==> config.mk <==
export PLATFORM = sky130hd
export DESIGN_NAME = mul_acc_stage_flat
export DESIGN_NICKNAME = d
export VERILOG_FILES = /design/src/rtl/mul_acc_stage_if.sv /design/src/rtl/mul_acc_stage.sv /design/src/flat_wrapper.sv
export SDC_FILE = /design/constraint.sdc
export NUM_CORES = 1
export LEC_CHECK = 0
export CAP_MARGIN = 25
export CORE_MARGIN = 1.5
export CORE_UTILIZATION = 33
export DETAILED_ROUTE_END_ITERATION = 12
export PLACE_DENSITY = 0.59
export SYNTH_ARGS = -nofsm -noshare
export SYNTH_HDL_FRONTEND = slang
export SYNTH_SLANG_ARGS = --single-unit
==> constraint.sdc <==
create_clock -name clk -period 3.98 [get_ports clk]
set_input_delay 0.995 -clock clk [delete_from_list [all_inputs] [get_ports clk]]
set_output_delay 0.995 -clock clk [all_outputs]
set_load 0.02 [all_outputs]
==> src/rtl/mul_acc_stage_if.sv <==
// Handshake bundle between the product source, the accumulate stage and the result consumer.
// The slave modport is the stage's view; the master modport is the surrounding system's view.
interface mul_acc_stage_if #(
   parameter int unsigned PROD_W = 16,
   parameter int unsigned ACC_W  = 24,
   parameter int unsigned CNT_W  = 8
);
   logic              in_valid;
   logic              in_ready;
   logic [PROD_W-1:0] in_product;
   logic              in_last;
   logic              out_valid;
   logic              out_ready;
   logic [ACC_W-1:0]  out_acc;
   logic [CNT_W-1:0]  out_count;
   logic              out_ovf;

   modport slave (
      input  in_valid, in_product, in_last, out_ready,
      output in_ready, out_valid, out_acc, out_count, out_ovf
   );

   modport master (
      output in_valid, in_product, in_last, out_ready,
      input  in_ready, out_valid, out_acc, out_count, out_ovf
   );
endinterface

==> src/rtl/mul_acc_stage.sv <==
// Accumulates a stream of unsigned products into a saturating sum and hands the finished sum
// downstream over valid/ready. ACCUM collects terms; HOLD presents the sum until consumed.
module mul_acc_stage #(
   parameter int unsigned PROD_W = 16,
   parameter int unsigned ACC_W  = 24,
   parameter int unsigned CNT_W  = 8
) (
   input  logic                 clk,
   input  logic                 rst,
   input  logic                 clr,
   mul_acc_stage_if.slave       bus
);

   localparam int unsigned SumW = ACC_W + 1;

   typedef enum logic [0:0] {StAccum, StHold} state_e;

   state_e             state_q, state_d;
   logic [ACC_W-1:0]   acc_q, acc_d;
   logic [CNT_W-1:0]   count_q, count_d;
   logic               ovf_q, ovf_d;
   logic [SumW-1:0]    sum;

   // One extra bit catches the carry out of the accumulator.
   assign sum = {1'b0, acc_q} + SumW'(bus.in_product);

   // Next-state logic: clr aborts from any state and drops a coincident term.
   always_comb begin
      state_d = state_q;
      acc_d   = acc_q;
      count_d = count_q;
      ovf_d   = ovf_q;
      if (clr) begin
         state_d = StAccum;
         acc_d   = '0;
         count_d = '0;
         ovf_d   = 1'b0;
      end else begin
         case (state_q)
            StAccum: begin
               if (bus.in_valid) begin
                  // An all-ones accumulator plus any nonzero term carries, so it stays pinned.
                  acc_d   = sum[ACC_W] ? '1 : sum[ACC_W-1:0];
                  ovf_d   = ovf_q | sum[ACC_W];
                  count_d = (&count_q) ? count_q : count_q + CNT_W'(1);
                  if (bus.in_last) begin
                     state_d = StHold;
                  end
               end
            end
            StHold: begin
               if (bus.out_ready) begin
                  state_d = StAccum;
                  acc_d   = '0;
                  count_d = '0;
                  ovf_d   = 1'b0;
               end
            end
            default: state_d = StAccum;
         endcase
      end
   end

   // State registers with synchronous reset taking priority over everything.
   always_ff @(posedge clk) begin
      if (rst) begin
         state_q <= StAccum;
         acc_q   <= '0;
         count_q <= '0;
         ovf_q   <= 1'b0;
      end else begin
         state_q <= state_d;
         acc_q   <= acc_d;
         count_q <= count_d;
         ovf_q   <= ovf_d;
      end
   end

   // Handshake flags depend only on state, so there is no out_ready -> in_ready path.
   assign bus.in_ready  = (state_q == StAccum);
   assign bus.out_valid = (state_q == StHold);
   assign bus.out_acc   = acc_q;
   assign bus.out_count = count_q;
   assign bus.out_ovf   = ovf_q;

endmodule

==> src/flat_wrapper.sv <==
// flat-port wrapper written by rule: the top's interface ports become plain ports
module mul_acc_stage_flat 
#(
   parameter int unsigned PROD_W = 16,
   parameter int unsigned ACC_W  = 24,
   parameter int unsigned CNT_W  = 8
)
  (clk, rst, clr, bus_in_valid, bus_in_product, bus_in_last, bus_out_ready, bus_in_ready, bus_out_valid, bus_out_acc, bus_out_count, bus_out_ovf);
  mul_acc_stage_if #(.PROD_W(PROD_W), .ACC_W(ACC_W), .CNT_W(CNT_W)) bus_i ();
  input  logic clk;
  input  logic rst;
  input  logic clr;
  input wire logic [$bits(bus_i.in_valid)-1:0] bus_in_valid;
  input wire logic [$bits(bus_i.in_product)-1:0] bus_in_product;
  input wire logic [$bits(bus_i.in_last)-1:0] bus_in_last;
  input wire logic [$bits(bus_i.out_ready)-1:0] bus_out_ready;
  output wire logic [$bits(bus_i.in_ready)-1:0] bus_in_ready;
  output wire logic [$bits(bus_i.out_valid)-1:0] bus_out_valid;
  output wire logic [$bits(bus_i.out_acc)-1:0] bus_out_acc;
  output wire logic [$bits(bus_i.out_count)-1:0] bus_out_count;
  output wire logic [$bits(bus_i.out_ovf)-1:0] bus_out_ovf;
  assign bus_i.in_valid = bus_in_valid;
  assign bus_i.in_product = bus_in_product;
  assign bus_i.in_last = bus_in_last;
  assign bus_i.out_ready = bus_out_ready;
  assign bus_in_ready = bus_i.in_ready;
  assign bus_out_valid = bus_i.out_valid;
  assign bus_out_acc = bus_i.out_acc;
  assign bus_out_count = bus_i.out_count;
  assign bus_out_ovf = bus_i.out_ovf;
  mul_acc_stage #(.PROD_W(PROD_W), .ACC_W(ACC_W), .CNT_W(CNT_W)) u_core (.clk(clk), .rst(rst), .clr(clr), .bus(bus_i));
endmodule
==> After elaboration in Yosys (flattened, before gate mapping) <==
Cells that the tools add are included.
{ "word_totals": {"output_inout_bits": 35, "latch_bits": 0, "mem_bits_ro": 0, "mem_bits_rw": 0, "n_memories": 0, "register_bits": 34} }
{ "op_classes": {"n_reduce_logical": 4, "n_mul": 0, "n_addsub": 2, "bitwise": 2, "n_lt_le_gt_ge": 0, "muxes": 15, "eq_ne": 3, "shift": 0, "div_mod_pow": 0} }
{ "ops": {"columns": ["operator", "count"], "rows": [
  ["$mux 24", 3],
  ["$pmux 24 s2", 1],
  ["$add 24x16->25", 1],
  ["$mux 8", 3],
  ["$pmux 8 s2", 1],
  ["$add 8x1->8 const B", 1],
  ["$reduce_and 8->1", 1],
  ["$ne 2x2->1 const B", 3],
  ["$mux 1", 5],
  ["$pmux 1 s2", 2],
  ["$reduce_and 3->1", 1],
  ["$reduce_and 2->1", 1],
  ["$reduce_or 2->1", 1],
  ["$not 1->1", 1],
  ["$or 1x1->1", 1]
]} }

==> Longest topological paths before layout <==
{ "logic_depth": {"ltp_word": 4, "ltp_mapped": 8} }

==> Worst setup path after synthesis <==
Ideal clock, no wire load.
{ "synth_path": {"path_kind": "input-to-reg", "startpoint": "in bus_in_product[0]", "endpoint": "reg u_core.acc_q[19], in the netlist u_core.bus.out_acc[19]", "setup_ns": 0.133, "n_path_buf": 0, "required_time_ns": 3.847, "path_slack_ns": 1.139, "t_arrival_ns": 2.708, "stages": 8, "path_cell_list": "ha_1 fa_1 a211oi_2 nor3b_2 o21ai_2 nand2_4 a31oi_1 o221ai_1"} }
{ "synth_between": {"elab_chain_cells": 4} }
{ "synth_lines": {"columns": ["element", "line", "text"], "rows": [
  ["start, declared", "flat_wrapper.sv:14", "input wire logic [$bits(bus_i.in_product)-1:0] bus_in_product;"],
  ["$add 24x16->25", "mul_acc_stage.sv:25", "assign sum = {1'b0, acc_q} + SumW'(bus.in_product);"],
  ["$mux 24", "mul_acc_stage.sv:43", "acc_d = sum[ACC_W] ? '1 : sum[ACC_W-1:0];"],
  ["$mux 24", "mul_acc_stage.sv:41", "if (bus.in_valid) begin"],
  ["$pmux 24 s2", "mul_acc_stage.sv:39", "case (state_q)"],
  ["end signal, assigned", "mul_acc_stage.sv:68", "acc_q <= '0;"],
  ["end signal, assigned", "mul_acc_stage.sv:73", "acc_q <= acc_d;"],
  ["end, declared", "mul_acc_stage.sv:19", "logic [ACC_W-1:0] acc_q, acc_d;"]
]} }
Every way passes these cells. The select of a mux whose other input is x is not followed.
A chain may end at the register's enable or synchronous reset.

==> Worst setup path after layout <==
Ends and elaborated chain as after synthesis.

==> flow_summary.yaml <==
layout:
  drive_above_1_share_pct: 9.75
  final_area_um2: 3280
  seq_area_um2: 681
  nets: 398
  fillers: 730
  area_growth_pct: 31.9
  multi_input_area_um2: 1720
  diodes: 0
job:
  cap_violations: 0
setup_path:
  worst_path_max_delay_cell: "fa_1"
  worstPathMaxFanout: 10
  cp_cell_sequence: "clkdlybuf4s50_1 -> ha_1 -> fa_1 -> a211oi_2 -> nor3b_2 -> o21ai_2 -> nand2_4 -> a31oi_1 -> o221ai_1"
  crit_type: "in -> reg"
  max_stage_delay_ns: 0.44
  timing.rr.start: "u_core.bus.out_acc[0]$_SDFFE_PP0P_"
  critPathLaunch: "bus_in_product[0]"
  startpoint_type: "input port"
  cp-end-kind: "flop"
  critPathRequiredTime_ns: 4.16
  cp.arrival_ns: 3.38
pwr:
  p_comb_share_pct: 22.5
  p_switching_uw: 281
  p_seq_share_pct: 36.7
  power_density_nw_per_um2: 298
  pwr-share-clk_pct: 40.9
  internal_power_uw: 696
  irDropWorstVdd_mv: 0.126
  power_leakage_uw: 0.00113
  switching_share_pct: 28.8
timing:
  rsz0062_at_grt: "no"
  min_period_over_period_pct: 80.5
  tightest_slew_ns: 0.676
  final_hold_viol_count: 0
  fmax_ghz: 0.312
  slew_violations: 0
  setup_tns_ns: 0
  setup_viol: 0
  relSlewSlack_pct: 54.6
  clock_skew_ns: 0.00646
  period_needed_ns: 3.20
grt:
  track_usage_pct: 17.9
  grt_pass1_wl_mm: 11.7
  grt_antenna_before_repair: 0
  grt_max_degree: 32
  grt_overflow: 0
  grt_pass1_vias: 2347
clock_tree:
  ctsResizeCount: 0
  cts_hold_buf: 0
  clock_sinks: 34
  htree_num_levels: 2
  cts_buffer_depth: 2
  insertion_delay_ns: 0.30
  numCtsBuffers: 5
  clockRootBuffer: "clkbuf_8"
  postCtsSetupRepairBufs: 0
  clkSlewWorstSetupHoldPaths_ns: 0.08
  tritoncts: "yes"
synthesis:
  async_reset_ff_share_pct: 0
  synth_seq_area_share_pct: 27.4
  synthCells: 304
  ys_types: 62
  ys.flop_type: "dfxtp_1"
  ys_ff_latch: 34
  synthesis.area_um2: 2480
  syn_area_per_cell_um2: 8.17
  synth_edf_count: 0
  syn_nets: 344
  ys_warn_count: 0
drt:
  wl_per_cell_um: 15.7
  drt_iter0_drc: 164
  drcViolationCount: 0
  vias_per_cell: 5.52
  vias: 2527
  drt-total-wl_mm: 7.21
  detail-route-antenna-nets: 0
  drt_pass1_iterations: 4
placed_design:
  portBuffers: 56
  hpwl_mm: 5.31
  place_area_um2: 3140
  gp_congestion: 0.866
die:
  dieArea_um2: 8060
  rows: 31
  dieWidth_um: 89.8
  ioPinCount: 57
  coreArea_um2: 7250
  die_h_um: 89.8
  start_util_pct: 34.3
hold_path:
  hold_path_class: "reg -> reg"
  min_from: "u_core.bus.out_ovf$_SDFFE_PP0P_"
status:
  outcome: "finished clean"
[cell usage after synthesis (3+ instances only)]
| cell type | n | share of area [%] |
|---|---|---|
| a211oi_1 | 5 | 1.5 |
| a21o_1 | 3 | 0.91 |
| a21oi_1 | 44 | 8.9 |
| a22oi_1 | 3 | 0.91 |
| a311oi_1 | 3 | 1.1 |
| a32oi_1 | 3 | 1.1 |
| a41oi_1 | 4 | 1.4 |
| buf_2 | 3 | 0.60 |
| clkbuf_1 | 7 | 1.1 |
| dfxtp_1 | 34 | 27 |
| ha_1 | 17 | 8.6 |
| inv_1 | 8 | 1.2 |
| nand2_1 | 27 | 4.1 |
| nand3_1 | 15 | 3.0 |
| nand4_1 | 7 | 1.8 |
| nor2_1 | 20 | 3.0 |
| nor3_1 | 10 | 2.0 |
| o2111ai_1 | 3 | 1.1 |
| o21a_1 | 4 | 1.2 |
| o21ai_0 | 13 | 2.6 |
| o21bai_1 | 4 | 1.2 |
| xnor2_1 | 9 | 3.2 |
| xor2_1 | 5 | 1.8 |
[registers in the layout, summed over array words and instances, names as in the netlist]
name	flops
u_core.bus.out_count	8
u_core.bus.out_ovf	1
u_core.bus.out_acc	24
u_core.bus.out_valid	1
[critical path: cells and delay by family]
| family | cells | cell delay (ns) |
|---|---|---|
| buf+inv | 1 | 0.40 |
| simple gates | 2 | 0.28 |
| fa+ha+maj | 2 | 0.65 |
| compound gates | 4 | 1.05 |
[power by group through the flow]
stage / combinational (µW) / clock (µW) / sequential [µW]
global placement: 217 / 0 / 366
CTS: 219 / 407 / 358
global route: 240 / 425 / 360
floorplan: 136 / 0 / 375
finish: 220 / 399 / 358
detailed placement: 218 / 0 / 366
[area by class of cell]
type                    count  share of cell area (%)
clock buffers               5                    2.10
clock inverters             3                    2.10
inverters                   8                   0.916
multi-input cells         250                    52.6
flip-flops and latches     34                    20.8
well taps                  99                    3.78
repair buffers             59                    17.8
[metrics by stage]
stage | std cells | util, % | hold WS [ns] | setup slack [ns] | total power (µW)
finish | 458 | 45.2 | 0.458 | 0.775 | 977
global route | 458 | 45.2 | 0.481 | 0.687 | 1020
CTS | 458 | 45.2 | 0.460 | 0.795 | 984
detailed placement | 450 | 43.3 | 0.445 | 0.489 | 584
global placement | 450 | 43.3 | 0.434 | 0.532 | 584
floorplan | 304 | - | 0.522 | 1.14 | 511
[kinds of logic (layout without fill, tap and decap cells)]
kind of cell             after synthesis  count (layout)  synth area share (%)
AO/OA/AOI/OAI                        115             115                  33.1
AND/OR/NAND/NOR                      102             102                  21.4
flip-flops                            34              34                  27.4
buffers and inverters                 20              75                  3.37
adder cells (fa/ha/maj)               18              18                  9.37
XOR/XNOR                              14              14                  4.93
multiplexers                           1               1                 0.453
[worst paths after layout]
kind / end / slack [ns] / cells after the start
setup / recovery: u_core.bus.out_acc[19]$_SDFFE_PP0P_ / 0.78 / 9
setup reg to reg: u_core.bus.out_acc[19]$_SDFFE_PP0P_ / 1.52 / 8
hold reg to reg: u_core.bus.out_ovf$_SDFFE_PP0P_ / 0.46 / 2
hold / removal: u_core.bus.out_ovf$_SDFFE_PP0P_ / 0.46 / 2
[routing by layer]
layer	routed length (µm)	GRT usage (%)	part of all wire (%)	vias up
li1	-	-	-	1275
met1	3500	24.1	49	1182
met2	3320	28.8	46	62
met3	322	4.31	4.5	8
met4	68	4.37	0.94	0
met5	0	0	0	-
[cell usage in the layout, fill, tap and decap left out, types with 3 or more instances in the layout]
cell type / count
inv_1: 8
buf_4: 3
nand2_1: 27
o2111ai_1: 3
o21ai_0: 13
a21o_1: 3
nand3_1: 15
a22oi_1: 3
clkbuf_8: 5
ha_1: 17
clkdlybuf4s50_1: 56
xnor2_1: 9
nor3_1: 10
dfxtp_1: 34
a32oi_1: 3
nand4_1: 7
o21a_1: 4
xor2_1: 5
a41oi_1: 4
a211oi_1: 5
a21oi_1: 44
nor2_1: 20
a311oi_1: 3
o21bai_1: 4
Note: power is estimated with default switching activity, not from simulation.
